--- config.mk ---
export PLATFORM = sky130hd
export DESIGN_NAME = uart_rx_frame_assembler
export DESIGN_NICKNAME = d
export VERILOG_FILES = /design/src/rtl/uart_rx_frame_assembler.sv
export SDC_FILE = /design/constraint.sdc
export NUM_CORES = 1
export LEC_CHECK = 0
export ABC_AREA = 1
export ABC_CLOCK_PERIOD_IN_PS = 1900
export BUFFER_PORTS_ARGS = -buffer_cell sky130_fd_sc_hd__buf_2
export CAP_MARGIN = 20
export CORE_MARGIN = 2
export CORE_UTILIZATION = 40
export DETAILED_ROUTE_END_ITERATION = 12
export GPL_TIMING_DRIVEN = 1
export SLEW_MARGIN = 15
export SYNTH_ARGS = -nofsm -noshare
export SYNTH_HDL_FRONTEND = slang
export SYNTH_SLANG_ARGS = --single-unit
export TNS_END_PERCENT = 5
--- constraint.sdc ---
create_clock -name clk -period 1.9 [get_ports clk]
set_clock_uncertainty 0.15 [all_clocks]
set_input_delay 0.285 -clock clk [delete_from_list [all_inputs] [get_ports clk]]
set_output_delay 0.285 -clock clk [all_outputs]
set_load 0.01 [all_outputs]
--- src/rtl/uart_rx_frame_assembler.sv ---
// UART receive frame assembler: collects mid-bit samples into a parallel word.
// Optional parity stage is built when UART_RX_PARITY_EN is defined.
module uart_rx_frame_assembler #(
    parameter int DATA_WIDTH = 8,
    parameter bit LSB_FIRST  = 1'b1
) (
    input  logic                              clk,
    input  logic                              reset,
    input  logic                              start,
    input  logic                              bit_valid,
    input  logic                              sampled_bit,
`ifdef UART_RX_PARITY_EN
    input  logic                              parity_odd,
`endif
    input  logic                              data_ack,
    output logic [DATA_WIDTH-1:0]             parallel_data,
    output logic                              data_valid,
    output logic                              busy,
    output logic [$clog2(DATA_WIDTH+1)-1:0]   bit_count,
`ifdef UART_RX_PARITY_EN
    output logic                              parity_error,
`endif
    output logic                              overrun
);

    localparam int CW = $clog2(DATA_WIDTH + 1);
    localparam logic [CW-1:0] LAST = CW'(DATA_WIDTH - 1);

    typedef enum logic [1:0] {
        S_IDLE,
        S_SHIFT,
        S_PARITY
    } state_t;

    state_t                state_q;
    state_t                state_d;
    logic [DATA_WIDTH-1:0] shift_q;
    logic [DATA_WIDTH-1:0] shift_d;
    logic [CW-1:0]         pos;
    logic                  capture;
    logic                  last_bit;
    logic                  complete;

    // start always wins over a coincident data strobe
    assign capture  = (state_q == S_SHIFT) && bit_valid && !start;
    assign last_bit = capture && (bit_count == LAST);

`ifdef UART_RX_PARITY_EN
    assign complete = (state_q == S_PARITY) && bit_valid && !start;
`else
    assign complete = last_bit;
`endif

    assign pos = LSB_FIRST ? bit_count : (LAST - bit_count);

    // merge the incoming bit so the final data bit reaches the word same edge
    always_comb begin
        shift_d = shift_q;
        for (int i = 0; i < DATA_WIDTH; i++) begin
            if (capture && (pos == CW'(i))) begin
                shift_d[i] = sampled_bit;
            end
        end
    end

    always_ff @(posedge clk or negedge reset) begin
        if (!reset) begin
            state_q <= S_IDLE;
        end else begin
            state_q <= state_d;
        end
    end

    always_comb begin
        state_d = state_q;
        unique case (state_q)
            S_IDLE: begin
                if (start) begin
                    state_d = S_SHIFT;
                end
            end
            S_SHIFT: begin
                if (start) begin
                    state_d = S_SHIFT;
                end else if (last_bit) begin
`ifdef UART_RX_PARITY_EN
                    state_d = S_PARITY;
`else
                    state_d = S_IDLE;
`endif
                end
            end
            S_PARITY: begin
                if (start) begin
                    state_d = S_SHIFT;
                end else if (bit_valid) begin
                    state_d = S_IDLE;
                end
            end
            default: state_d = S_IDLE;
        endcase
    end

    always_comb begin
        busy = (state_q == S_SHIFT) || (state_q == S_PARITY);
    end

    always_ff @(posedge clk or negedge reset) begin
        if (!reset) begin
            shift_q   <= '0;
            bit_count <= '0;
        end else if (start) begin
            shift_q   <= '0;
            bit_count <= '0;
        end else if (complete) begin
            shift_q   <= shift_d;
            bit_count <= '0;
        end else if (capture) begin
            shift_q   <= shift_d;
            bit_count <= bit_count + 1'b1;
        end
    end

    always_ff @(posedge clk or negedge reset) begin
        if (!reset) begin
            parallel_data <= '0;
            data_valid    <= 1'b0;
            overrun       <= 1'b0;
        end else if (complete) begin
            parallel_data <= shift_d;
            data_valid    <= 1'b1;
            if (data_valid && !data_ack) begin
                overrun <= 1'b1;
            end
        end else if (data_ack && data_valid) begin
            data_valid <= 1'b0;
            overrun    <= 1'b0;
        end
    end

`ifdef UART_RX_PARITY_EN
    always_ff @(posedge clk or negedge reset) begin
        if (!reset) begin
            parity_error <= 1'b0;
        end else if (complete) begin
            parity_error <= (^shift_d) ^ sampled_bit ^ parity_odd;
        end
    end
`endif

endmodule

==> flow_summary.toml, run 1 <==
[worst_setup_path]
worst_r2r_path_depth = 6
end_kind = "register"
crit_start = "bit_count[0]$_DFFE_PN0P_"
worst-r2r-setup-slack_ns = 0.33
critical_path.max_stage_delay_ns = 0.47
start_kind = "register"
crit_slowest_cell = "dfrtp_1"
crit_type = "register to register"
cp-endpoint = "parallel_data[2]$_DFFE_PN0P_"
worst_path_most_repeated_cell = "nand2_1"
worstPathCellList = "ha_1, nand3_4, nor2_8, inv_2, nand2_1, nand2_1"
cp_max_fo = 10
worst_r2r_startpoint = "bit_count[0]$_DFFE_PN0P_"
rr_endpoint = "parallel_data[2]$_DFFE_PN0P_"
worstPathArrival_ns = 1.62
crit_required_ns = 1.96

[worst_hold_path]
worstHoldPathType = "input port to register"
holdPathStages = 3

[pwr]
leakagePower_nw = 0.718
switching_share = 0.217
total_power_uw = 907
p_comb_frac = 0.080
p_int_uw = 710
clkPwrFrac = 0.388
irDropWorstVdd_uv = 420
seqPwrFrac = 0.532
p_switching_uw = 197
power_density_nw_per_um2 = 701

[cts]
root_buffer = "clkbuf_4"
cts_resized = 0
clkLatencyLatePin_ns = 0.30
cts_buffers = 3
cts_tree = "built"
clock_sinks = 22
clk_pin_slew_ns = 0.12
clockBufferDepth = 2
htree_levels = 1

[global_routing]
grt_max_degree = 23
antenna_found_initial = 0
top_usage_layer = "met2"
gr-usage-all-layers = 0.154
grtUsageMet3 = 0.0276
grt-ovfl-total = 0
grt_pass1_wl_um = 3800
grt_pass1_vias = 836
use_met2 = 0.226
grt_util_met1 = 0.218

[detailed_routing]
drc = 0
wire_per_inst_um = 12.2
vias_per_cell = 4.84
vias = 876
first_iter_violations = 27
drt_wl_total_um = 2220
drt_pass1_iterations = 4
antenna_left = 0

[sta]
setup_tns_ns = 0
slew_headroom = 0.688
slew_viol_final = 0
setup_viol = 0
period_needed_ns = 1.57
period_share = 0.824
setup_ws_ns = 0.334
worstMarginPinSlew_ns = 0.468
finalHoldViolations = 0
whs_ns = 0.0462
rsz0062_at_grt = "no"
fmax_ghz = 0.639

[yosys]
synth.area.top_cells = "dfrtp_1 (50%), nand2_1 (12%), nand3_1 (9.9%), o21bai_1 (4.7%), ha_1 (4.5%)"
yosysWarnings = 0
synthTopCellsByCount = "nand2_1 (35), dfrtp_1 (22), nand3_1 (22)"
syn_nets = 137
syn-cell-area_um2 = 1110
ys_types = 16
avgSynthCellArea_um2 = 8.73
yosysMostFrequentCell = "nand2_1"
synth_cells = 127
synth_top_area_cell = "dfrtp_1"
yosys.area.top_type_share = 0.497
synthFlopType = "dfrtp_1"
synth_edf_count = 0
yosysSeqAreaShare = 0.497
ys_seq_elements = 22
async_reset_ff_frac = 1.00

[finish]
final_nets = 161
stdcell_count = 181
syn_to_final_growth_pct = 16.8
fin_area_um2 = 1290
nFillCells = 270
insertedDiodeCount = 0
drive_above_1_share = 0.193
final_util = 0.482

[placement]
port_buffers = 20
dp_hpwl_um = 1670
gp_congestion = 0.873
place_worst_setup_slack_ns = 0.353
place_area_um2 = 1230
dp_cells = 176

[floorplan]
dieArea_um2 = 3210
core_area_um2 = 2690
ios = 21
num_rows = 19
die_y_um = 56.6
start_util = 0.413
die_w_um = 56.6

[run]
cap_violations = 0

[status]
status = "completed"
-- layer usage --
| layer | up-vias | share of wire |
|---|---|---|
| li1 | 453 | - |
| met1 | 400 | 0.47 |
| met2 | 17 | 0.47 |
| met3 | 6 | 0.037 |
| met4 | 0 | 0.023 |
| met5 | - | 0 |
-- worst min path at each step --
stage,from,endpoint,slack [ns]
floorplan,reset,bit_count[0]$_DFFE_PN0P_,-0.16
global placement,reset,overrun$_DFFE_PN0P_,0.11
detailed placement,reset,data_valid$_DFFE_PN0P_,0.12
CTS,sampled_bit,parallel_data[7]$_DFFE_PN0P_,0.04
global route,sampled_bit,parallel_data[7]$_DFFE_PN0P_,0.04
finish,sampled_bit,parallel_data[7]$_DFFE_PN0P_,0.05
-- state kept, by name (all words and copies together), names as in the netlist --
signal         cells
parallel_data      8
shift_q            7
bit_count          4
data_valid         1
overrun            1
state_q            1
-- placed cells by master (no fill, tap or decap), drive strengths merged --
cell	n
dfrtp	22
o21ai	3
a21oi	3
bufinv	1
clkbuf	3
ha	4
xor2	1
o21bai	7
nand2	35
nor2	14
dlygate4sd3	1
nand3	24
inv	12
buf	20
-- worst max-delay path: cells and delay by family (launching register included) --
kind                     cells  cell delay [ns]
adder cells (fa/ha/maj)      1             0.25
AND/OR/NAND/NOR              4             0.47
buffers and inverters        1             0.13
flip-flops                   1             0.47
-- final cells by class --
cell class                 count  area, um2  share of cell area
sequential                    22        551               0.425
multi-input combinational     91        498               0.385
timing repair buffer          21        110              0.0850
inverter                      12       45.0              0.0348
tap                           31       38.8              0.0300
clock inverter                 1       30.0              0.0232
clock buffer                   3       22.5              0.0174
-- power by group through the flow --
stage               logic (mW)  registers, mW  clock network (mW)
global placement        0.0699          0.491                   0
finish                  0.0727          0.482               0.352
CTS                     0.0732          0.483               0.362
detailed placement      0.0710          0.491                   0
floorplan               0.0390          0.492                   0
global route            0.0825          0.484               0.382
-- repair_timing --
action                                 CTS  global route
buffers inserted                         0             0
setup endpoints to repair                0             0
endpoints found under the hold margin   22             0
hold buffers                             1             0
-- logic make-up (layout without fill, tap and decap cells) --
logic type / Yosys count / in the layout / synth area share
simple gates: 73 / 73 / 0.312
flops: 22 / 22 / 0.497
fa+ha+maj: 4 / 4 / 0.0451
compound gates: 13 / 13 / 0.0847
buf+inv: 14 / 37 / 0.0542
xor+xnor: 1 / 1 / 0.00790
(Power assumes the default switching activity.)
==> inputs of run 2 (changes only) <==
--- a/config.mk
+++ b/config.mk
@@ -6,7 +6,7 @@
 export NUM_CORES = 1
 export LEC_CHECK = 0
 export ABC_AREA = 1
-export ABC_CLOCK_PERIOD_IN_PS = 1900
+export ABC_CLOCK_PERIOD_IN_PS = 1550
 export BUFFER_PORTS_ARGS = -buffer_cell sky130_fd_sc_hd__buf_2
 export CAP_MARGIN = 20
 export CORE_MARGIN = 2
==> constraint.sdc (replaced) <==
create_clock -name clk -period 1.55 [get_ports clk]
set_clock_uncertainty 0.15 [all_clocks]
set_input_delay 0.2325 -clock clk [delete_from_list [all_inputs] [get_ports clk]]
set_output_delay 0.2325 -clock clk [all_outputs]
set_load 0.01 [all_outputs]
==> flow_summary.toml, run 2 (same netlist as run 1, synthesis figures left out) <==
[sta]
slew_headroom = 0.659
worstMarginPinSlew_ns = 0.512
setup_viol = 0
fmax_ghz = 0.675
rsz0062_at_grt = "yes"
slew_viol_final = 0
whs_ns = 0.0225
period_share = 0.956
period_needed_ns = 1.48
setup_ws_ns = 0.0689
finalHoldViolations = 0
setup_tns_ns = 0

[cts]
clk_pin_slew_ns = 0.13
cts_buffers = 3
htree_levels = 1
clkLatencyLatePin_ns = 0.32
post_cts_buffers = 0
root_buffer = "clkbuf_4"
clockBufferDepth = 2
clock_sinks = 22
cts_tree = "built"

[floorplan]
num_rows = 19
die_y_um = 56.6
start_util = 0.413
dieArea_um2 = 3210
core_area_um2 = 2690
die_w_um = 56.6
ios = 21

[finish]
stdcell_count = 186
final_common_cell = "nand2_1"
insertedDiodeCount = 0
final_nets = 166
syn_to_final_growth_pct = 22.1
layout_common_cells = "nand2_1 (35), dfrtp_1 (21), nand3_1 (20), buf_2 (20), nor2_1 (12)"
top_register = "parallel_data"
drive_above_1_share = 0.245
largest_reg_flops = 8
fin_area_um2 = 1350
largest_registers = "parallel_data: 8 flops, shift_q: 7 flops, bit_count: 4 flops"
final_util = 0.504

[detailed_routing]
drt_pass1_iterations = 2
drc = 0
wl_met3_um = 59
antenna_left = 0
wire_per_inst_um = 12.9
met2_length_um = 1160
drt_wl_total_um = 2400
vias = 898
first_iter_violations = 41
vias_per_cell = 4.83
highest_layer = "met4"
drt-met1-wl_um = 1150

[placement]
port_buffers = 20
place_worst_setup_slack_ns = 0.0542
gp_congestion = 0.808
dp_cells = 180
dp_hpwl_um = 1680
place_area_um2 = 1260

[worst_setup_path]
crit_required_ns = 1.62
critPathTopFamily = "flip-flops"
worstPathArrival_ns = 1.55
worst-r2r-setup-slack_ns = 0.07
critical_path.max_stage_delay_ns = 0.46
worstPathCellList = "inv_1, ha_1, nand3_1, inv_1, nand3_1, nand3_1, nand2_1"
start_kind = "register"
critPathBufInv = 2
crit_slowest_cell = "dfrtp_2"
crit_type = "register to register"
worst_path_most_repeated_cell = "nand3_1"
cp_max_fo = 6
end_kind = "register"

[global_routing]
gr-usage-all-layers = 0.169
grt_pass1_wl_um = 4160
antenna_found_initial = 0
grt-ovfl-total = 0
grt_max_degree = 23
grt_pass1_vias = 899

[pwr]
irDropWorstVdd_uv = 514
leakagePower_nw = 0.741
power_density_nw_per_um2 = 841
total_power_mw = 1.14

[status]
status = "completed"

[worst_hold_path]
worstHoldPathType = "input port to register"

[run]
cap_violations = 0
-- run 2: changes by cell type in the layout (fill, tap and decap cells not counted), sizes merged --
cell / before / now
dlygate4sd3: 1 / 2
buf: 20 / 24
-- run 2: power by group --
| group | leakage [nW] | switching [mW] | internal (mW) | total, mW |
|---|---|---|---|---|
| Combinational | 0.415 | 0.0676 | 0.0349 | 0.103 |
| Sequential | 0.298 | 0.00762 | 0.583 | 0.590 |
| Clock | 0.0279 | 0.184 | 0.262 | 0.446 |
| Total | 0.741 | 0.260 | 0.879 | 1.14 |
-- run 2: layer usage --
| layer | up-vias | track usage |
|---|---|---|
| li1 | 466 | - |
| met4 | 0 | 0.0816 |
| met3 | 4 | 0.0276 |
| met5 | - | 0 |
| met2 | 9 | 0.257 |
| met1 | 419 | 0.234 |
-- run 2: area by class of cell --
cell class,instances,area (um2)
Sequential cell,22,552
Clock buffer,3,22.5
Inverter,12,47.5
Timing Repair Buffer,26,150
Tap cell,31,38.8
Fill cell,254,1330
Multi-Input combinational cell,91,513
Clock inverter,1,30.0
-- run 2: what timing repair did --
action | CTS | global route
endpoints found under the hold margin | 23 | 0
gates resized for setup | 0 | 6
hold buffers | 2 | 0
setup endpoints to repair | 0 | 13
-- run 2: worst register-to-register path, cell delays in order (launching register included) --
cell	delay (ns)
dfrtp_2	0.46
inv_1	0.10
ha_1	0.15
nand3_1	0.15
inv_1	0.12
nand3_1	0.10
nand3_1	0.11
nand2_1	0.05
-- run 2: worst paths after layout --
kind / start / to / cells past startpoint
setup / recovery: bit_count[1]$_DFFE_PN0P_ / parallel_data[4]$_DFFE_PN0P_ / 7
setup reg to reg: bit_count[1]$_DFFE_PN0P_ / parallel_data[4]$_DFFE_PN0P_ / 7
hold reg to reg: parallel_data[7]$_DFFE_PN0P_ / parallel_data[7]$_DFFE_PN0P_ / 2
min in group asynchronous: reset / parallel_data[7]$_DFFE_PN0P_ / 2
max in group asynchronous: reset / bit_count[1]$_DFFE_PN0P_ / 2
hold / removal: data_ack / data_valid$_DFFE_PN0P_ / 4
